==> config.mk <==
export PLATFORM = sky130hd
export DESIGN_NAME = prog_loader
export DESIGN_NICKNAME = d
export VERILOG_FILES = /design/src/rtl/prog_loader.sv
export SDC_FILE = /design/constraint.sdc
export NUM_CORES = 1
export LEC_CHECK = 0
export BUFFER_PORTS_ARGS = -buffer_cell sky130_fd_sc_hd__buf_2
export CAP_MARGIN = 15
export CORE_MARGIN = 3
export CORE_UTILIZATION = 45
export DETAILED_ROUTE_END_ITERATION = 16
export SYNTH_ARGS = -nofsm -noshare
export SYNTH_HDL_FRONTEND = slang
export SYNTH_SLANG_ARGS = --single-unit
==> constraint.sdc <==
create_clock -name clk -period 3.6 [get_ports clk]
set_clock_uncertainty 0.15 [all_clocks]
set_input_delay 0.36 -clock clk [delete_from_list [all_inputs] [get_ports clk]]
set_output_delay 0.36 -clock clk [all_outputs]
set_load 0.1 [all_outputs]
==> src/rtl/prog_loader.sv <==
// Byte-stream program loader: frames LEN, words and an XOR checksum into
// instruction memory and holds the CPU in reset until a load succeeds.
module prog_loader #(
    parameter int ADDR_W = 8,
    parameter int WORD_W = 16
) (
    input  logic              clk,
    input  logic              rst,
    input  logic              start,
    input  logic [7:0]        in_data,
    input  logic              in_valid,
    output logic              in_ready,
    output logic              mem_we,
    output logic [ADDR_W-1:0] mem_addr,
    output logic [WORD_W-1:0] mem_wdata,
    output logic              cpu_hold,
    output logic              done,
    output logic              error
);

    typedef enum logic [2:0] {
        ST_IDLE, ST_LEN_HI, ST_LEN_LO, ST_DATA_HI,
        ST_DATA_LO, ST_CHECK, ST_DONE, ST_ERROR
    } state_t;

    localparam logic [16:0] DEPTH = 17'(2 ** ADDR_W);

    state_t            state_q, state_d;
    logic [7:0]        xor_q, xor_d;
    logic [15:0]       len_q, len_d;
    logic [ADDR_W:0]   cnt_q, cnt_d;
    logic [7:0]        hi_q, hi_d;
    logic              we_q, we_d;
    logic [ADDR_W-1:0] addr_q, addr_d;
    logic [WORD_W-1:0] wdata_q, wdata_d;
    logic              xfer;
    logic [15:0]       n_len;

    assign in_ready = (state_q == ST_LEN_HI) || (state_q == ST_LEN_LO) ||
                      (state_q == ST_DATA_HI) || (state_q == ST_DATA_LO) ||
                      (state_q == ST_CHECK);
    assign xfer      = in_valid && in_ready;
    assign n_len     = {len_q[15:8], in_data};
    assign mem_we    = we_q;
    assign mem_addr  = addr_q;
    assign mem_wdata = wdata_q;
    assign done      = (state_q == ST_DONE);
    assign error     = (state_q == ST_ERROR);
    assign cpu_hold  = (state_q != ST_DONE);

    always_comb begin
        state_d = state_q;
        xor_d   = xor_q;
        len_d   = len_q;
        cnt_d   = cnt_q;
        hi_d    = hi_q;
        we_d    = 1'b0;
        addr_d  = addr_q;
        wdata_d = wdata_q;
        unique case (state_q)
            ST_IDLE, ST_DONE, ST_ERROR: begin
                if (start) begin
                    state_d = ST_LEN_HI;
                    xor_d   = 8'h00;
                    cnt_d   = '0;
                end
            end
            ST_LEN_HI: begin
                if (xfer) begin
                    len_d[15:8] = in_data;
                    xor_d       = xor_q ^ in_data;
                    state_d     = ST_LEN_LO;
                end
            end
            ST_LEN_LO: begin
                if (xfer) begin
                    len_d[7:0] = in_data;
                    xor_d      = xor_q ^ in_data;
                    if (n_len == 16'd0)
                        state_d = ST_CHECK;
                    else if ({1'b0, n_len} > DEPTH)
                        state_d = ST_ERROR;
                    else
                        state_d = ST_DATA_HI;
                end
            end
            ST_DATA_HI: begin
                if (xfer) begin
                    hi_d    = in_data;
                    xor_d   = xor_q ^ in_data;
                    state_d = ST_DATA_LO;
                end
            end
            ST_DATA_LO: begin
                if (xfer) begin
                    we_d    = 1'b1;
                    addr_d  = cnt_q[ADDR_W-1:0];
                    wdata_d = {hi_q, in_data};
                    xor_d   = xor_q ^ in_data;
                    // counter is one bit wider so a full-depth load ends cleanly
                    if (17'(cnt_q) == {1'b0, len_q} - 17'd1) begin
                        state_d = ST_CHECK;
                    end else begin
                        cnt_d   = cnt_q + 1'b1;
                        state_d = ST_DATA_HI;
                    end
                end
            end
            ST_CHECK: begin
                if (xfer)
                    state_d = (in_data == xor_q) ? ST_DONE : ST_ERROR;
            end
            default: state_d = ST_IDLE;
        endcase
    end

    always_ff @(posedge clk or negedge rst) begin
        if (!rst) begin
            state_q <= ST_IDLE;
            xor_q   <= 8'h00;
            len_q   <= 16'h0000;
            cnt_q   <= '0;
            hi_q    <= 8'h00;
            we_q    <= 1'b0;
            addr_q  <= '0;
            wdata_q <= '0;
        end else begin
            state_q <= state_d;
            xor_q   <= xor_d;
            len_q   <= len_d;
            cnt_q   <= cnt_d;
            hi_q    <= hi_d;
            we_q    <= we_d;
            addr_q  <= addr_d;
            wdata_q <= wdata_d;
        end
    end

endmodule

## Yosys cells after proc, flatten, opt, wreduce, memory -nomap -nowiden

Index checks and enable logic that the tools add are counted.

- Bits in registers: 69
- Input bits: 12
- Output and inout port bits: 29
- Logic and storage cells: 69

- Add/subtract/negate cells: 2
- Order comparisons: 1
- Eq/ne operators: 18
- Muxes and demuxes: 20
- Bitwise logic cells: 1
- Reduce and logical (&&, ||, !) cells: 18

Operators by type and width:

| cell | number |
|---|---|
| $mux 3 | 9 |
| $mux 9 | 3 |
| $pmux 3 s6 | 1 |
| $pmux 9 s2 | 1 |
| $eq 9x17->1 | 1 |
| $sub 16x1->17 const B | 1 |
| $gt 16x9->1 const B | 1 |
| $logic_not 16->1 | 1 |
| $mux 8 | 2 |
| $pmux 8 s2 | 1 |
| $ne 2x2->1 const B | 7 |
| $eq 3x3->1 const B | 4 |
| $add 9x1->9 const B | 1 |
| $eq 8x8->1 | 1 |
| $reduce_and 2->1 | 4 |
| $xor 8x8->8 | 1 |
| $eq 3x2->1 const B | 2 |
| $reduce_and 6->1 | 1 |
| $logic_or 1x1->1 | 4 |
| $reduce_and 4->1 | 1 |
| $reduce_bool 2->1 | 2 |
| $reduce_or 4->1 | 1 |
| $eq 3x1->1 const B | 1 |
| $logic_not 3->1 | 1 |
| other kinds (6) | 8 |

## Depth between registers and ports, before layout

Gate-level depths: netlist of the first run.

- Word-level depth: 8
- Mapped depth: 10
- Mapped depth without buffers: 9

## Worst setup path before layout of the first run

No wires, ideal clock.

- Path kind: register to register
- Start: reg state_q[2]
- End: reg cnt_q[5]
- Setup time: 136 ps
- Data arrival time: 2,988 ps
- Data required time: 3,314 ps
- Path slack: 327 ps
- Stages on the path, launching flop included: 10
- Path buffers: 2
- Path through: dfrtp_1 clkbuf_1 nor3_1 a21oi_1 nor2b_1 clkbuf_1 o211a_1 nand4_1 or3_1 a21oi_1

- Cells in the longest elaborated chain, start to end: 8
- Elaborated cells on any way between the ends: 20
- Those cells by class: eq/ne (10); mux (1); reduce/logical (9)

RTL lines:

| item | line | text |
|---|---|---|
| start, declared | 28 | `state_t state_q, state_d;` |
| start signal, assigned | 128 | `state_q <= state_d;` |
| $eq 3x1->1 / $eq 3x2->1 (equally long branches) | 39 | `assign in_ready = (state_q == ST_LEN_HI) \|\| (state_q == ST_LEN_LO) \|\|` |
| $logic_or 1x1->1 (2 in a row) | 39 |  |
| $logic_or 1x1->1 | 40 | `(state_q == ST_DATA_HI) \|\| (state_q == ST_DATA_LO) \|\|` |
| $logic_or 1x1->1 * | 40 |  |
| named net in_ready | 12 | `output logic in_ready,` |
| $logic_and 1x1->1 * | 42 | `assign xfer = in_valid && in_ready;` |
| $ne 2x2->1 (no line) * | - |  |
| $reduce_and 4->1 (no line) * | - |  |
| end signal, assigned | 131 | `cnt_q <= cnt_d;` |
| end, declared | 31 | `logic [ADDR_W:0] cnt_q, cnt_d;` |

Mark *: on every way through the listed nets, which the timed path passes. The rest lies on a longest branch.
A chain may end at the register's enable or synchronous reset.

## Worst setup path in the final report of the first run

- Start: reg len_q[0]
- End: reg cnt_q[8]

- Cells in the longest elaborated chain, start to end: 4

RTL lines:

| item | line | text |
|---|---|---|
| start, declared | 30 | `logic [15:0] len_q, len_d;` |
| start signal, assigned | 130 | `len_q <= len_d;` |
| $sub 16x1->17 | 101 | `if (17'(cnt_q) == {1'b0, len_q} - 17'd1) begin` |
| $eq 9x17->1 | 101 |  |
| $ne 2x2->1 (no line) | - |  |
| $reduce_and 4->1 (no line) | - |  |

Every way passes these cells.

==> flow_summary.ini, run 1 <==
[setup_path]
crit_fanout = 11
cp.required_ps = 3680
end_kind = flip-flop
crit_arrival_ps = 3000
worstSetupPathType = flip-flop to flip-flop
startpoint_type = flip-flop

[clock_tree]
post_cts_buffers = 0
postCtsHoldBufs = 1
post_cts_resized = 0
cts_root_buf = clkbuf_8
clockBufferDepth = 2
cts.sinks = 69
clkLatencyLatePin_ps = 350
cts.reportedPaths.clkPinSlew_ps = 80
cts_htree_levels = 3
cts_tree = yes
numCtsBuffers = 9

[worst_hold_path]
hold_class = primary input to flip-flop

[routing]
wl_per_cell_um = 16.6
antenna_left = 0
drt_iter0_drc = 78
wirelength_um = 7820
route.detailed.drc = 0
vias = 2586
drt-vias-per-instance = 5.48
dr.pass1.iters = 4

[logic_synthesis]
synth-seq-area-share_pct = 49.0
synth_top_area_cell = dfrtp_1
synth_top_family_by_area = simple AND/OR/NAND/NOR gates
syn_nets = 349
syn_inst = 335
synth_most_common_cell = dfrtp_1
yosysWarnings = 0
ys_dominant_reg_cell = dfrtp_1
synth_area_leaders = dfrtp_1 49%, mux2_2 14%, o21ai_0 4.0%
synthMuxAreaShare_pct = 15.3
synth-compound-area-share_pct = 9.59
synth_edf_count = 0
synth_xor_area_share_pct = 5.47
synth_simple_gate_area_share_pct = 16.1
async_reset_ff_share_pct = 100
yosys-top-cells-count = 69 x dfrtp_1, 45 x mux2_2, 28 x o21ai_0, 23 x nand2_1, 22 x nor2_1
avgSynthCellArea_um2 = 10.5
netlist_area_um2 = 3520
synth_cell_type_count = 46
synth_fa_ha_area_share_pct = 0.710
yosysTopAreaCellShare_pct = 49.0
ys_seq_elements = 69

[global_route]
grt_usage_pct = 19.3
grt_pass1_vias = 2552
grt_pass1_wl_um = 13300
grt_start_max_net_pins = 48
overflow = 0
antenna_found_initial = 0

[sta]
setup_viol = 0
worst_pin_slew_ps = 735
hold_viol_final = 0
relSlewSlack_pct = 50.8
max_freq_mhz = 343
period_share_pct = 81.0
slew_violations = 0
fin_crit_ps = 2920
finalSetupTns_ps = 0
timing.final.ws_setup_ps = 683
rsz0062_at_grt = no

[placed_design]
pre_cts_ws_ps = 702
dpl.cell_count = 455
dp_hpwl_um = 5380
gp_congestion = 0.855
port_buffers = 40

[die]
ios = 41
die_area_um2 = 8920
core_um2 = 7410
die-width_um = 94.5
initial_utilization_pct = 47.5
rows = 31
die_h_um = 94.5

[layout]
fin_util_pct = 54.3
fin_cells = 472
nNetsFinal = 382
num-fill-cells = 673
drive_above_1_share_pct = 30.8
synthToLayoutAreaGrowth_pct = 14.1
diodes = 0

[job]
cap_viol_max_count = 0

[outcome]
status = finished clean
kinds of logic after synthesis:
| family | after synthesis |
|---|---|
| compound gates | 59 |
| xor+xnor | 22 |
| fa+ha+maj | 2 |
| buf+inv | 32 |
| flops | 69 |
| mux | 48 |
| simple gates | 103 |
per-stage QoR:
step	area, um2	hold slack, ps
after global routing	4020	199
after CTS	4020	179
final	4020	199
after detailed placement	3780	252
after global placement	3780	246
after floorplan	3520	-85.6
sequential cells by signal, summed over array words and instances (netlist names):
name       cells
xor_q          8
mem_addr       8
mem_we         1
mem_wdata     16
len_q         16
state_q        3
hi_q           8
cnt_q          9
per-layer routing:
metal | wire (um) | global-route usage [%]
met1 | 3910 | 27.4
met2 | 3520 | 29.3
met3 | 295 | 5.10
met4 | 95 | 5.29
met5 | 0 | 0
cell usage in the layout, fill, tap and decap left out, types with 7 or more instances in the layout:
cell	count
nand3_1	10
o21ai_0	28
nor4_1	8
nand2_1	23
dfrtp_1	69
a21oi_1	11
mux2_2	45
o21ai_1	8
inv_1	7
nor2_1	22
xnor2_1	13
clkbuf_8	9
or3_1	9
xor2_1	9
buf_2	40
path summary, 6_finish.rpt:
| path | start | slack, ps | end | depth (start not counted) |
|---|---|---|---|---|
| setup / recovery | len_q[0] | 680 | cnt_q[8] | 10 |
| hold / removal | in_data[3] | 200 | xor_q[3] | 3 |
| setup reg to reg | len_q[0] | 680 | cnt_q[8] | 10 |
| hold reg to reg | hi_q[2] | 350 | hi_q[2] | 1 |
| max in group asynchronous | rst | 1890 | mem_addr[1] | 3 |
| min in group asynchronous | rst | 390 | xor_q[5] | 2 |
worst max-delay path, cell delays in order, from the launching register on:
cell,delay [ps]
dfrtp_1,430
inv_1,90
ha_1,240
or3b_1,450
o21ai_1,180
xor2_1,200
a32oi_2,150
nor4_4,480
buf_4,250
or3_1,120
a21oi_1,60
cell type report:
cell class	instances	area (um2)	share of cell area, %
inverter	7	26.3	0.654
multi-input combinational	234	1660	41.3
timing repair buffer	47	255	6.35
tap	99	124	3.08
clock inverter	7	105	2.61
clock buffer	9	124	3.08
sequential	69	1730	43.0
Power of run 1 is not shown: default switching activity piles up to over one toggle a cycle in this logic, so the estimate is an artifact.
==> run 2, diff against run 1 <==
Clock period 3.6 ns to 2.8 ns, I/O delays scaled along.
==> flow_summary.ini, run 2 (synthesized netlist as in run 1, its figures left out) <==
[outcome]
status = finished clean

[clock_tree]
cts.sinks = 69
cts_root_buf = clkbuf_8
cts_htree_levels = 3
cts_tree = yes
clockBufferDepth = 2
cts.reportedPaths.clkPinSlew_ps = 90
numCtsBuffers = 9
clkLatencyLatePin_ps = 350

[worst_hold_path]
hold_start = in_data[2]
hold_class = primary input to flip-flop

[sta]
relSlewSlack_pct = 60.0
timing.final.ws_setup_ps = 114
fin_crit_ps = 2690
hold_viol_final = 0
slew_violations = 0
worst_pin_slew_ps = 596
fin_hold_ws_ps = 103
setup_viol = 0
max_freq_mhz = 372
period_share_pct = 95.9

[setup_path]
cp.required_ps = 2920
r2r_cells = 7
crit_arrival_ps = 2810
regToRegEndpoint = cnt_q[3]
r2r_slack_ps = 110
cp-startpoint = len_q[5]
worstSetupPathType = flip-flop to flip-flop
startpoint_type = flip-flop
end_kind = flip-flop
crit_fanout = 12
timing.rr.start = len_q[5]
critPathCapture = cnt_q[3]

[die]
die-width_um = 94.5
ios = 41
die_area_um2 = 8920
die_h_um = 94.5
core_um2 = 7410
rows = 31
initial_utilization_pct = 47.5

[layout]
fin_cells = 484
diodes = 0
num-fill-cells = 666
fin_util_pct = 55.6
drive_above_1_share_pct = 34.8
synthToLayoutAreaGrowth_pct = 16.9
final_cell_mix = 68 x dfrtp_1, 45 x mux2_2, 40 x buf_2, 28 x o21ai_0, 23 x nand2_1
nNetsFinal = 394
final_common_cell = dfrtp_1

[placed_design]
dp_hpwl_um = 5580
port_buffers = 40
gp_congestion = 0.781
dpl.cell_count = 463
pre_cts_ws_ps = 101

[routing]
route.detailed.drc = 0
dr.pass1.iters = 4
antenna_left = 0
drt-vias-per-instance = 5.51
wl_per_cell_um = 16.2
vias = 2666
wirelength_um = 7850
drt_iter0_drc = 137

[job]
cap_viol_max_count = 0

[global_route]
grt_pass1_vias = 2649
overflow = 0
grt_pass1_wl_um = 13300
grt_usage_pct = 19.3
grt_start_max_net_pins = 70
antenna_found_initial = 0
[run 2: worst min path at each step]
stage                    end  slack [ps]  depth (start not counted)
floorplan           cnt_q[0]        -170                          0
global placement    xor_q[5]         180                          2
detailed placement  xor_q[0]         180                          2
CTS                 xor_q[2]          90                          3
global route        xor_q[0]         130                          3
finish              xor_q[2]         100                          3
[run 2: stage by stage]
step           setup TNS, ps  area [um2]
2_1_floorplan              0        3530
3_3_place_gp               0        3870
3_5_place_dp               0        3870
4_1_cts                    0        4080
5_1_grt                -5.85        4120
6_report                   0        4120
[run 2: per-layer routing]
| metal | share of wire [%] | wire [um] | global-route usage [%] | up-vias |
|---|---|---|---|---|
| li1 | - | - | - | 1282 |
| met1 | 48 | 3760 | 27.5 | 1314 |
| met2 | 46 | 3640 | 29.8 | 63 |
| met3 | 4.9 | 382 | 4.38 | 7 |
| met4 | 0.95 | 75 | 5.05 | 0 |
| met5 | 0 | 0 | 0 | - |
[run 2: what timing repair did]
item | CTS | global route
setup endpoints to repair | 0 | 8
buffers inserted | 0 | 4
endpoints found under the hold margin | 69 | 0
gates resized for setup | 0 | 5
hold buffers | 1 | 0
[run 2: layout make-up]
class / instances / area, um2 / share of cell area, %
well taps: 99 / 124 / 3.01
flip-flops and latches: 69 / 1730 / 42.0
clock buffers: 9 / 124 / 3.01
inverters: 7 / 30.0 / 0.729
repair buffers: 59 / 358 / 8.69
multi-input cells: 234 / 1680 / 40.7
clock inverters: 7 / 77.6 / 1.88
[run 2: critical path, stage by stage (launching register included)]
cell	delay, ps
dfrtp_1	390
or4_4	580
or3_1	380
a32oi_2	230
nor4_4	90
buf_4	180
or4_1	470
a21oi_1	150
Power of run 2 is left out for the same reason.
